--- src/rtl/cpu_axi_bridge_if.sv ---
// cpu_axi_bridge_if: CPU SRAM-like ports plus AXI3 master channels; master = bridge view, slave = CPU/AXI-slave view.
interface cpu_axi_bridge_if;
    logic        inst_sram_req, inst_sram_wr, inst_sram_addr_ok, inst_sram_data_ok;
    logic [1:0]  inst_sram_size;
    logic [3:0]  inst_sram_wstrb;
    logic [31:0] inst_sram_addr, inst_sram_wdata, inst_sram_rdata;
    logic        data_sram_req, data_sram_wr, data_sram_addr_ok, data_sram_data_ok;
    logic [1:0]  data_sram_size;
    logic [3:0]  data_sram_wstrb;
    logic [31:0] data_sram_addr, data_sram_wdata, data_sram_rdata;
    logic [3:0]  arid, arcache, rid, awid, awcache, wid, wstrb, bid;
    logic [31:0] araddr, rdata, awaddr, wdata;
    logic [2:0]  arsize, arprot, awsize, awprot;
    logic [7:0]  arlen, awlen;
    logic [1:0]  arburst, arlock, rresp, awburst, awlock, bresp;
    logic        arvalid, arready, rlast, rvalid, rready;
    logic        awvalid, awready, wlast, wvalid, wready, bvalid, bready;

    modport master (
        input  inst_sram_req, inst_sram_wr, inst_sram_size, inst_sram_addr, inst_sram_wstrb, inst_sram_wdata,
        output inst_sram_addr_ok, inst_sram_data_ok, inst_sram_rdata,
        input  data_sram_req, data_sram_wr, data_sram_size, data_sram_addr, data_sram_wstrb, data_sram_wdata,
        output data_sram_addr_ok, data_sram_data_ok, data_sram_rdata,
        output arid, araddr, arsize, arlen, arburst, arlock, arcache, arprot, arvalid,
        input  arready, rid, rdata, rresp, rlast, rvalid,
        output rready,
        output awid, awaddr, awsize, awlen, awburst, awlock, awcache, awprot, awvalid,
        input  awready,
        output wid, wdata, wstrb, wlast, wvalid,
        input  wready, bid, bresp, bvalid,
        output bready
    );

    modport slave (
        output inst_sram_req, inst_sram_wr, inst_sram_size, inst_sram_addr, inst_sram_wstrb, inst_sram_wdata,
        input  inst_sram_addr_ok, inst_sram_data_ok, inst_sram_rdata,
        output data_sram_req, data_sram_wr, data_sram_size, data_sram_addr, data_sram_wstrb, data_sram_wdata,
        input  data_sram_addr_ok, data_sram_data_ok, data_sram_rdata,
        input  arid, araddr, arsize, arlen, arburst, arlock, arcache, arprot, arvalid,
        output arready, rid, rdata, rresp, rlast, rvalid,
        input  rready,
        input  awid, awaddr, awsize, awlen, awburst, awlock, awcache, awprot, awvalid,
        output awready,
        input  wid, wdata, wstrb, wlast, wvalid,
        output wready, bid, bresp, bvalid,
        input  bready
    );
endinterface

--- src/rtl/cpu_axi_bridge.sv ---
// cpu_axi_bridge: arbitrates CPU inst/data SRAM-like requests onto one AXI3 master, one read per ID and one data op in flight.
module cpu_axi_bridge #(
    parameter logic [3:0] INST_ID = 4'd0,
    parameter logic [3:0] DATA_ID = 4'd1
) (
    input logic clk,
    input logic resetn,
    cpu_axi_bridge_if.master bus
);
    typedef enum logic {R_IDLE, R_ADDR} r_state_t;
    typedef enum logic [1:0] {W_IDLE, W_SEND, W_RESP} w_state_t;

    r_state_t    r_state_q, r_state_d;
    w_state_t    w_state_q, w_state_d;
    logic        inst_out_q, inst_out_d, data_out_q, data_out_d, ready_q;
    logic        aw_done_q, aw_done_d, w_done_q, w_done_d;
    logic [31:0] araddr_q, araddr_d, awaddr_q, awaddr_d, wdata_q, wdata_d;
    logic [3:0]  arid_q, arid_d, wstrb_q, wstrb_d;
    logic [2:0]  arsize_q, arsize_d, awsize_q, awsize_d;
    logic        data_rd_ok, data_wr_ok, inst_ok, ar_hs, aw_hs, w_hs, r_inst, r_data, b_ok;
    logic        unused_ok;

    assign unused_ok = ^{bus.inst_sram_wr, bus.inst_sram_wstrb, bus.inst_sram_wdata, bus.rresp, bus.bresp};

    // A data read also waits out any write so a load never overtakes a store.
    assign data_rd_ok = resetn && r_state_q == R_IDLE && bus.data_sram_req && !bus.data_sram_wr
                        && !data_out_q && w_state_q == W_IDLE;
    assign inst_ok    = resetn && r_state_q == R_IDLE && bus.inst_sram_req && !inst_out_q && !data_rd_ok;
    assign data_wr_ok = resetn && w_state_q == W_IDLE && bus.data_sram_req && bus.data_sram_wr && !data_out_q;
    assign ar_hs  = r_state_q == R_ADDR && bus.arready;
    assign aw_hs  = w_state_q == W_SEND && !aw_done_q && bus.awready;
    assign w_hs   = w_state_q == W_SEND && !w_done_q && bus.wready;
    assign r_inst = resetn && ready_q && bus.rvalid && bus.rid == INST_ID && inst_out_q;
    assign r_data = resetn && ready_q && bus.rvalid && bus.rid == DATA_ID && data_out_q;
    assign b_ok   = resetn && ready_q && w_state_q == W_RESP && bus.bvalid && bus.bid == DATA_ID;

    always_comb begin
        r_state_d  = (data_rd_ok || inst_ok) ? R_ADDR : ar_hs ? R_IDLE : r_state_q;
        araddr_d   = data_rd_ok ? bus.data_sram_addr : inst_ok ? bus.inst_sram_addr : araddr_q;
        arid_d     = data_rd_ok ? DATA_ID : inst_ok ? INST_ID : arid_q;
        arsize_d   = data_rd_ok ? {1'b0, bus.data_sram_size} : inst_ok ? {1'b0, bus.inst_sram_size} : arsize_q;
        inst_out_d = inst_ok || (inst_out_q && !(r_inst && bus.rlast));
        data_out_d = data_rd_ok || (data_out_q && !(r_data && bus.rlast));
        aw_done_d  = !data_wr_ok && (aw_done_q || aw_hs);
        w_done_d   = !data_wr_ok && (w_done_q || w_hs);
        awaddr_d   = data_wr_ok ? bus.data_sram_addr : awaddr_q;
        awsize_d   = data_wr_ok ? {1'b0, bus.data_sram_size} : awsize_q;
        wdata_d    = data_wr_ok ? bus.data_sram_wdata : wdata_q;
        wstrb_d    = data_wr_ok ? bus.data_sram_wstrb : wstrb_q;
        w_state_d  = w_state_q;
        if (data_wr_ok)
            w_state_d = W_SEND;
        else if (w_state_q == W_SEND && aw_done_d && w_done_d)
            w_state_d = W_RESP;
        else if (b_ok)
            w_state_d = W_IDLE;
    end

    always_ff @(posedge clk) begin
        if (!resetn) begin
            r_state_q  <= R_IDLE;
            w_state_q  <= W_IDLE;
            inst_out_q <= 1'b0;
            data_out_q <= 1'b0;
            aw_done_q  <= 1'b0;
            w_done_q   <= 1'b0;
            ready_q    <= 1'b0;
        end else begin
            r_state_q  <= r_state_d;
            w_state_q  <= w_state_d;
            inst_out_q <= inst_out_d;
            data_out_q <= data_out_d;
            aw_done_q  <= aw_done_d;
            w_done_q   <= w_done_d;
            ready_q    <= 1'b1;
        end
    end

    always_ff @(posedge clk) begin
        araddr_q <= araddr_d;
        arid_q   <= arid_d;
        arsize_q <= arsize_d;
        awaddr_q <= awaddr_d;
        awsize_q <= awsize_d;
        wdata_q  <= wdata_d;
        wstrb_q  <= wstrb_d;
    end

    assign bus.inst_sram_addr_ok = inst_ok;
    assign bus.inst_sram_data_ok = r_inst;
    assign bus.inst_sram_rdata   = bus.rdata;
    assign bus.data_sram_addr_ok = data_rd_ok || data_wr_ok;
    assign bus.data_sram_data_ok = r_data || b_ok;
    assign bus.data_sram_rdata   = bus.rdata;
    assign bus.arid    = arid_q;
    assign bus.araddr  = araddr_q;
    assign bus.arsize  = arsize_q;
    assign bus.arlen   = 8'd0;
    assign bus.arburst = 2'b01;
    assign bus.arlock  = 2'd0;
    assign bus.arcache = 4'd0;
    assign bus.arprot  = 3'd0;
    assign bus.arvalid = r_state_q == R_ADDR;
    assign bus.rready  = ready_q;
    assign bus.awid    = DATA_ID;
    assign bus.awaddr  = awaddr_q;
    assign bus.awsize  = awsize_q;
    assign bus.awlen   = 8'd0;
    assign bus.awburst = 2'b01;
    assign bus.awlock  = 2'd0;
    assign bus.awcache = 4'd0;
    assign bus.awprot  = 3'd0;
    assign bus.awvalid = w_state_q == W_SEND && !aw_done_q;
    assign bus.wid     = DATA_ID;
    assign bus.wdata   = wdata_q;
    assign bus.wstrb   = wstrb_q;
    assign bus.wlast   = 1'b1;
    assign bus.wvalid  = w_state_q == W_SEND && !w_done_q;
    assign bus.bready  = ready_q;
endmodule

--- src/flat_wrapper.sv ---
// flat-port wrapper written by rule: the top's interface ports become plain ports
module cpu_axi_bridge_flat 
#(
    parameter logic [3:0] INST_ID = 4'd0,
    parameter logic [3:0] DATA_ID = 4'd1
)
  (clk, resetn, bus_inst_sram_req, bus_inst_sram_wr, bus_inst_sram_size, bus_inst_sram_addr, bus_inst_sram_wstrb, bus_inst_sram_wdata, bus_inst_sram_addr_ok, bus_inst_sram_data_ok, bus_inst_sram_rdata, bus_data_sram_req, bus_data_sram_wr, bus_data_sram_size, bus_data_sram_addr, bus_data_sram_wstrb, bus_data_sram_wdata, bus_data_sram_addr_ok, bus_data_sram_data_ok, bus_data_sram_rdata, bus_arid, bus_araddr, bus_arsize, bus_arlen, bus_arburst, bus_arlock, bus_arcache, bus_arprot, bus_arvalid, bus_arready, bus_rid, bus_rdata, bus_rresp, bus_rlast, bus_rvalid, bus_rready, bus_awid, bus_awaddr, bus_awsize, bus_awlen, bus_awburst, bus_awlock, bus_awcache, bus_awprot, bus_awvalid, bus_awready, bus_wid, bus_wdata, bus_wstrb, bus_wlast, bus_wvalid, bus_wready, bus_bid, bus_bresp, bus_bvalid, bus_bready);
  cpu_axi_bridge_if bus_i ();
  input logic clk;
  input logic resetn;
  input wire logic [$bits(bus_i.inst_sram_req)-1:0] bus_inst_sram_req;
  input wire logic [$bits(bus_i.inst_sram_wr)-1:0] bus_inst_sram_wr;
  input wire logic [$bits(bus_i.inst_sram_size)-1:0] bus_inst_sram_size;
  input wire logic [$bits(bus_i.inst_sram_addr)-1:0] bus_inst_sram_addr;
  input wire logic [$bits(bus_i.inst_sram_wstrb)-1:0] bus_inst_sram_wstrb;
  input wire logic [$bits(bus_i.inst_sram_wdata)-1:0] bus_inst_sram_wdata;
  output wire logic [$bits(bus_i.inst_sram_addr_ok)-1:0] bus_inst_sram_addr_ok;
  output wire logic [$bits(bus_i.inst_sram_data_ok)-1:0] bus_inst_sram_data_ok;
  output wire logic [$bits(bus_i.inst_sram_rdata)-1:0] bus_inst_sram_rdata;
  input wire logic [$bits(bus_i.data_sram_req)-1:0] bus_data_sram_req;
  input wire logic [$bits(bus_i.data_sram_wr)-1:0] bus_data_sram_wr;
  input wire logic [$bits(bus_i.data_sram_size)-1:0] bus_data_sram_size;
  input wire logic [$bits(bus_i.data_sram_addr)-1:0] bus_data_sram_addr;
  input wire logic [$bits(bus_i.data_sram_wstrb)-1:0] bus_data_sram_wstrb;
  input wire logic [$bits(bus_i.data_sram_wdata)-1:0] bus_data_sram_wdata;
  output wire logic [$bits(bus_i.data_sram_addr_ok)-1:0] bus_data_sram_addr_ok;
  output wire logic [$bits(bus_i.data_sram_data_ok)-1:0] bus_data_sram_data_ok;
  output wire logic [$bits(bus_i.data_sram_rdata)-1:0] bus_data_sram_rdata;
  output wire logic [$bits(bus_i.arid)-1:0] bus_arid;
  output wire logic [$bits(bus_i.araddr)-1:0] bus_araddr;
  output wire logic [$bits(bus_i.arsize)-1:0] bus_arsize;
  output wire logic [$bits(bus_i.arlen)-1:0] bus_arlen;
  output wire logic [$bits(bus_i.arburst)-1:0] bus_arburst;
  output wire logic [$bits(bus_i.arlock)-1:0] bus_arlock;
  output wire logic [$bits(bus_i.arcache)-1:0] bus_arcache;
  output wire logic [$bits(bus_i.arprot)-1:0] bus_arprot;
  output wire logic [$bits(bus_i.arvalid)-1:0] bus_arvalid;
  input wire logic [$bits(bus_i.arready)-1:0] bus_arready;
  input wire logic [$bits(bus_i.rid)-1:0] bus_rid;
  input wire logic [$bits(bus_i.rdata)-1:0] bus_rdata;
  input wire logic [$bits(bus_i.rresp)-1:0] bus_rresp;
  input wire logic [$bits(bus_i.rlast)-1:0] bus_rlast;
  input wire logic [$bits(bus_i.rvalid)-1:0] bus_rvalid;
  output wire logic [$bits(bus_i.rready)-1:0] bus_rready;
  output wire logic [$bits(bus_i.awid)-1:0] bus_awid;
  output wire logic [$bits(bus_i.awaddr)-1:0] bus_awaddr;
  output wire logic [$bits(bus_i.awsize)-1:0] bus_awsize;
  output wire logic [$bits(bus_i.awlen)-1:0] bus_awlen;
  output wire logic [$bits(bus_i.awburst)-1:0] bus_awburst;
  output wire logic [$bits(bus_i.awlock)-1:0] bus_awlock;
  output wire logic [$bits(bus_i.awcache)-1:0] bus_awcache;
  output wire logic [$bits(bus_i.awprot)-1:0] bus_awprot;
  output wire logic [$bits(bus_i.awvalid)-1:0] bus_awvalid;
  input wire logic [$bits(bus_i.awready)-1:0] bus_awready;
  output wire logic [$bits(bus_i.wid)-1:0] bus_wid;
  output wire logic [$bits(bus_i.wdata)-1:0] bus_wdata;
  output wire logic [$bits(bus_i.wstrb)-1:0] bus_wstrb;
  output wire logic [$bits(bus_i.wlast)-1:0] bus_wlast;
  output wire logic [$bits(bus_i.wvalid)-1:0] bus_wvalid;
  input wire logic [$bits(bus_i.wready)-1:0] bus_wready;
  input wire logic [$bits(bus_i.bid)-1:0] bus_bid;
  input wire logic [$bits(bus_i.bresp)-1:0] bus_bresp;
  input wire logic [$bits(bus_i.bvalid)-1:0] bus_bvalid;
  output wire logic [$bits(bus_i.bready)-1:0] bus_bready;
  assign bus_i.inst_sram_req = bus_inst_sram_req;
  assign bus_i.inst_sram_wr = bus_inst_sram_wr;
  assign bus_i.inst_sram_size = bus_inst_sram_size;
  assign bus_i.inst_sram_addr = bus_inst_sram_addr;
  assign bus_i.inst_sram_wstrb = bus_inst_sram_wstrb;
  assign bus_i.inst_sram_wdata = bus_inst_sram_wdata;
  assign bus_inst_sram_addr_ok = bus_i.inst_sram_addr_ok;
  assign bus_inst_sram_data_ok = bus_i.inst_sram_data_ok;
  assign bus_inst_sram_rdata = bus_i.inst_sram_rdata;
  assign bus_i.data_sram_req = bus_data_sram_req;
  assign bus_i.data_sram_wr = bus_data_sram_wr;
  assign bus_i.data_sram_size = bus_data_sram_size;
  assign bus_i.data_sram_addr = bus_data_sram_addr;
  assign bus_i.data_sram_wstrb = bus_data_sram_wstrb;
  assign bus_i.data_sram_wdata = bus_data_sram_wdata;
  assign bus_data_sram_addr_ok = bus_i.data_sram_addr_ok;
  assign bus_data_sram_data_ok = bus_i.data_sram_data_ok;
  assign bus_data_sram_rdata = bus_i.data_sram_rdata;
  assign bus_arid = bus_i.arid;
  assign bus_araddr = bus_i.araddr;
  assign bus_arsize = bus_i.arsize;
  assign bus_arlen = bus_i.arlen;
  assign bus_arburst = bus_i.arburst;
  assign bus_arlock = bus_i.arlock;
  assign bus_arcache = bus_i.arcache;
  assign bus_arprot = bus_i.arprot;
  assign bus_arvalid = bus_i.arvalid;
  assign bus_i.arready = bus_arready;
  assign bus_i.rid = bus_rid;
  assign bus_i.rdata = bus_rdata;
  assign bus_i.rresp = bus_rresp;
  assign bus_i.rlast = bus_rlast;
  assign bus_i.rvalid = bus_rvalid;
  assign bus_rready = bus_i.rready;
  assign bus_awid = bus_i.awid;
  assign bus_awaddr = bus_i.awaddr;
  assign bus_awsize = bus_i.awsize;
  assign bus_awlen = bus_i.awlen;
  assign bus_awburst = bus_i.awburst;
  assign bus_awlock = bus_i.awlock;
  assign bus_awcache = bus_i.awcache;
  assign bus_awprot = bus_i.awprot;
  assign bus_awvalid = bus_i.awvalid;
  assign bus_i.awready = bus_awready;
  assign bus_wid = bus_i.wid;
  assign bus_wdata = bus_i.wdata;
  assign bus_wstrb = bus_i.wstrb;
  assign bus_wlast = bus_i.wlast;
  assign bus_wvalid = bus_i.wvalid;
  assign bus_i.wready = bus_wready;
  assign bus_i.bid = bus_bid;
  assign bus_i.bresp = bus_bresp;
  assign bus_i.bvalid = bus_bvalid;
  assign bus_bready = bus_i.bready;
  cpu_axi_bridge #(.INST_ID(INST_ID), .DATA_ID(DATA_ID)) u_core (.clk(clk), .resetn(resetn), .bus(bus_i));
endmodule
--- config.mk ---
export PLATFORM = sky130hd
export DESIGN_NAME = cpu_axi_bridge_flat
export DESIGN_NICKNAME = d
export VERILOG_FILES = /design/src/rtl/cpu_axi_bridge_if.sv /design/src/rtl/cpu_axi_bridge.sv /design/src/flat_wrapper.sv
export SDC_FILE = /design/constraint.sdc
export NUM_CORES = 1
export LEC_CHECK = 0
export BUFFER_PORTS_ARGS = -buffer_cell sky130_fd_sc_hd__buf_4
export CAP_MARGIN = 20
export CORE_AREA = 2 2 167 169
export CTS_BUF_LIST = sky130_fd_sc_hd__clkbuf_2 sky130_fd_sc_hd__clkbuf_4 sky130_fd_sc_hd__clkbuf_8
export DETAILED_ROUTE_END_ITERATION = 6
export DIE_AREA = 0 0 169 171
export GPL_ROUTABILITY_DRIVEN = 0
export GPL_TIMING_DRIVEN = 0
export PLACE_DENSITY_LB_ADDON = 0.2
export SYNTH_ARGS = -nofsm -noshare
export SYNTH_HDL_FRONTEND = slang
export SYNTH_SLANG_ARGS = --single-unit
--- constraint.sdc ---
create_clock -name clk -period 6 [get_ports clk]
set_clock_uncertainty 0.15 [all_clocks]
set_input_delay 1.5 -clock clk [delete_from_list [all_inputs] [get_ports clk]]
set_output_delay 1.5 -clock clk [all_outputs]
set_load 0.005 [all_outputs]
# --- Word level (Yosys, flattened, before mapping) ---
# Index checks and enable logic that the tools add are counted.
totals:
  register_bits: 113
  input_bits: 196
  out_inout_bits: 230
  elab_cells: 88
classes:
  n_eq_ne: 4
  n_mux: 10
  bitwise_logic: 2
  n_reduce_logical: 57
ops:
  columns: ["cell", "n"]
  rows:
  - ["$mux W32", 2]
  - ["$logic_and A1 B1 Y1", 34]
  - ["$logic_not A1 Y1", 9]
  - ["$eq A4 B1 Y1 const B", 2]
  - ["$mux W2", 4]
  - ["$logic_or A1 B1 Y1", 7]
  - ["$reduce_bool A2 Y1", 3]
  - ["$logic_not A4 Y1", 1]
  - ["$mux W1", 4]
  - ["$reduce_bool A3 Y1", 1]
  - ["$eq A2 B1 Y1 const B", 1]
  - ["$eq A2 B2 Y1 const B", 1]
  - ["$logic_not A2 Y1", 1]
  - ["$not A1 Y1", 2]
  - ["$reduce_or A2 Y1", 1]

# --- Longest topological paths before layout ---
logic_depth:
  depth_word: 11
  depth_mapped: 5
  ltp_nobuf: 3

# --- Worst setup path after synthesis ---
# No wires, ideal clock.
synth_path:
  path_type: "input-to-output"
  from: "in bus_data_sram_req"
  to: "out bus_data_sram_addr_ok"
  t_arrival_ns: 2.630
  required_time_ns: 4.350
  slack_ns: 1.720
  stages: 5
  path_buffers: 2
  path_cell_list: "or4b_1 > or3_4 > buf_6 > buf_6 > nand2_1"
synth_between:
  elab_chain_len: 5
  elab_cells_between_ends: 8
  cone_classes: "reduce/logical (8)"
synth_lines:
  columns: ["element", "line_no", "text"]
  rows:
  - ["from (decl)", "flat_wrapper.sv:20", "input wire logic [$bits(bus_i.data_sram_req)-1:0] bus_data_sram_req;"]
  - ["$logic_and A1 B1 Y1 (2 in series)", "cpu_axi_bridge.sv:26", "assign data_rd_ok = resetn && r_state_q == R_IDLE && bus.data_sram_req && !bus.data_sram_wr"]
  - ["$logic_and A1 B1 Y1 (2 in series)", "cpu_axi_bridge.sv:27", "&& !data_out_q && w_state_q == W_IDLE;"]
  - ["$logic_or A1 B1 Y1 (*)", "cpu_axi_bridge.sv:92", "assign bus.data_sram_addr_ok = data_rd_ok || data_wr_ok;"]
  - ["to (decl)", "flat_wrapper.sv:26", "output wire logic [$bits(bus_i.data_sram_addr_ok)-1:0] bus_data_sram_addr_ok;"]
# Mark *: on every way between the ends. The rest lies on a longest branch, timed or not.

# --- Final worst setup path ---
# Same ends and word-level chain as after synthesis.

==> results.toml <==
[status]
outcome = "finished, final reports clean"

[timing]
fin_crit_sh_pct = 76.6
fmaxAchievable_ghz = 0.218
rsz0062_at_grt = "no"
tns_ns = 0
setup_viol = 0
drv_slew = 0
min_period_ns = 4.60
hold_violations = 0

[final_layout]
num-fill-cells = 2829
mostFrequentLayoutCell = "buf_4"
multiInputGateArea_um2 = 866
drive_above_1_share_pct = 70.0
area_growth_pct = 66.8
diodes = 0
regArea_um2 = 3300
final_cell_mix = "buf_4 (417), edfxtp_1 (104), conb_1 (52)"
nNetsFinal = 884
final_cell_area_um2 = 8180

[floorplanning]
die_area_um2 = 28900
fp.dieH_um = 171
initial_utilization_pct = 18.0
die_x_um = 169
boundaryPins = 426
coreArea_um2 = 27300
num_rows = 61

[yosys]
syn_inst = 317
netlist.top_cell.by_area = "edfxtp_1"
ys_seq_area_share_pct = 67.3
synth_xor_area_share_pct = 0
synth_top_area_share_pct = 63.7
ys_seq_elements = 113
synth_cell_types = 29
synth-simple-area-share_pct = 3.85
syn-cell-area_um2 = 4900
synthMuxAreaShare_pct = 8.19
synth_area_leaders = "edfxtp_1 (64%), buf_4 (18%), mux2_2 (6.7%)"
syn_avg_cell_area_um2 = 15.5
yosys.area_share.adder_pct = 0
synth_top_family_by_area = "buffers and inverters"
yosys_warnings = 0
synth_compound_area_share_pct = 1.58

[job]
maxCapViolCount = 0

[route]
vias_per_cell = 3.46
dr_wl_met2_um = 7660
wl_met3_um = 2130
wl_um = 16100
wl_per_cell_um = 15.4
initialDrtViolationCount = 175
drcViolationCount = 0
top_layer = "met4"
drtAntennaViolNets = 0
num_vias = 3619
met1Wirelength_um = 6170
dr.pass1.iters = 4

[min_path]
hold_end = "u_core.bus.arid[0]$_SDFFE_PN1P_"
holdPathStages = 2
hp-class = "flip-flop to flip-flop"
hold_start = "u_core.bus.arid[0]$_SDFFE_PN1P_"

[clock_tree]
cts_tree = "yes"
cts.htree.levels = 4
ctsResizeCount = 0
clk_pin_slew_ns = 0.07
cts.sinks = 113
cts_buffers = 17
postCtsHoldBufs = 0
insertion_delay_ns = 0.43
postCtsSetupRepairBufs = 0
clock_path_buffers = 2
cts-root-buf = "clkbuf_8"

[power_and_ir_drop]
finalPower_w = 0.00195
leakagePower_nw = 3.72
ir_worst_vdd_uv = 103
p_per_area_nw_per_um2 = 238

[critical_path]
end_kind = "output pin"
crit_path_start_kind = "primary input"
reg2reg_depth = 6
r2r-start = "u_core.w_state_q[1]$_SDFFE_PP0P_"
reg2reg_slack_ns = 3.29
cp_data_arrival_time_ns = 2.95
worstReg2RegEnd = "u_core.bus.araddr[31]$_DFFE_PP_"
cp.required_ns = 4.35
criticalPathCategory = "primary input to output pin"
path_max_fanout = 10

[placed_design]
io_buffer_count = 300
place_area_um2 = 7830
place_hpwl_um = 12800

[global_routing]
grt_max_degree = 59
antenna_found_initial = 0
grt_usage_pct = 10.6
grt-ovfl-total = 0
grt_pass1_wl_um = 22200
grt_pass1_vias = 3657
[cell families after synthesis]
group,after synthesis
multiplexers,34
flip-flops,113
other,2
buffers and inverters,125
AND/OR/NAND/NOR,32
AO/OA/AOI/OAI,11
[worst max-delay path, stage by stage]
cell and delay (ns):
buf_4 0.09, or4b_1 0.45, or3_4 0.39, buf_6 0.18, buf_6 0.16, nand2_1 0.06, buf_4 0.12
[how the worst max path moves through the flow]
stage / startpoint / end / slack (ns) / cells after the start
finish: bus_data_sram_req / bus_data_sram_addr_ok / 1.40 / 7
global route: bus_data_sram_req / bus_data_sram_addr_ok / 1.34 / 7
CTS: bus_data_sram_req / bus_data_sram_addr_ok / 1.38 / 7
detailed placement: bus_data_sram_req / bus_data_sram_addr_ok / 1.38 / 7
global placement: resetn / u_core.bus.awaddr[8]$_DFFE_PP_ / 0.86 / 4
floorplan: bus_data_sram_req / bus_data_sram_addr_ok / 1.72 / 5
[synth_stat cells]
cell type,instances
or3_4,1
nor3b_1,3
buf_6,2
nand2_1,8
conb_1,2
o22ai_1,2
nor2b_1,2
nand2b_1,3
o21ai_0,1
a31oi_1,1
edfxtp_1,104
buf_2,2
o311ai_0,3
mux2_2,29
a311o_1,1
nand3b_1,1
nor2_1,5
buf_4,117
dfxtp_1,9
mux2_4,5
nand4bb_1,2
nand3_1,2
a21oi_1,2
nor3_1,1
nand4_1,2
inv_1,4
o211ai_1,1
or4_1,1
or4b_1,1
[report_power, final]
part | internal (W) | switching, W | leakage [nW]
Sequential | 0.000922 | 0.0000194 | 1.03
Clock | 0.000322 | 0.000348 | 0.164
Combinational | 0.000211 | 0.000127 | 2.52
Total | 0.00145 | 0.000494 | 3.72
[metrics by stage]
| stage | hold WS (ns) | utilization [%] | setup WS, ns | cells |
|---|---|---|---|---|
| after CTS | 0.300 | 29.9 | 1.38 | 1046 |
| final | 0.298 | 29.9 | 1.40 | 1046 |
| after detailed placement | 0.288 | 28.7 | 1.38 | 1015 |
| after floorplan | 0.289 | - | 1.72 | 367 |
| after global placement | 0.281 | 28.5 | 0.864 | 1013 |
| after global routing | 0.324 | 29.9 | 1.34 | 1046 |
[layout make-up]
| class | instances | share of cell area [%] |
|---|---|---|
| flip-flops and latches | 113 | 40.4 |
| inverters | 4 | 0.214 |
| repair buffers | 302 | 28.1 |
| well taps | 346 | 5.29 |
| plain buffers | 121 | 11.1 |
| multi-input cells | 129 | 10.6 |
| clock inverters | 14 | 1.42 |
| clock buffers | 17 | 2.86 |
[routing by layer]
layer  GRT usage, %  up-vias
met4           3.12        0
met1           11.7     1633
met2           18.1      266
li1               -     1711
met3           5.16        9
met5              0        -
[registers in the layout, summed over array words and instances, names as in the netlist, 2 cells and up]
| signal | flops |
|---|---|
| u_core.bus.arsize | 2 |
| u_core.bus.awaddr | 32 |
| u_core.bus.araddr | 32 |
| u_core.bus.awsize | 2 |
| u_core.bus.wstrb | 4 |
| u_core.bus.wdata | 32 |
| u_core.w_state_q | 2 |
Note: power is estimated with default switching activity, not from simulation.
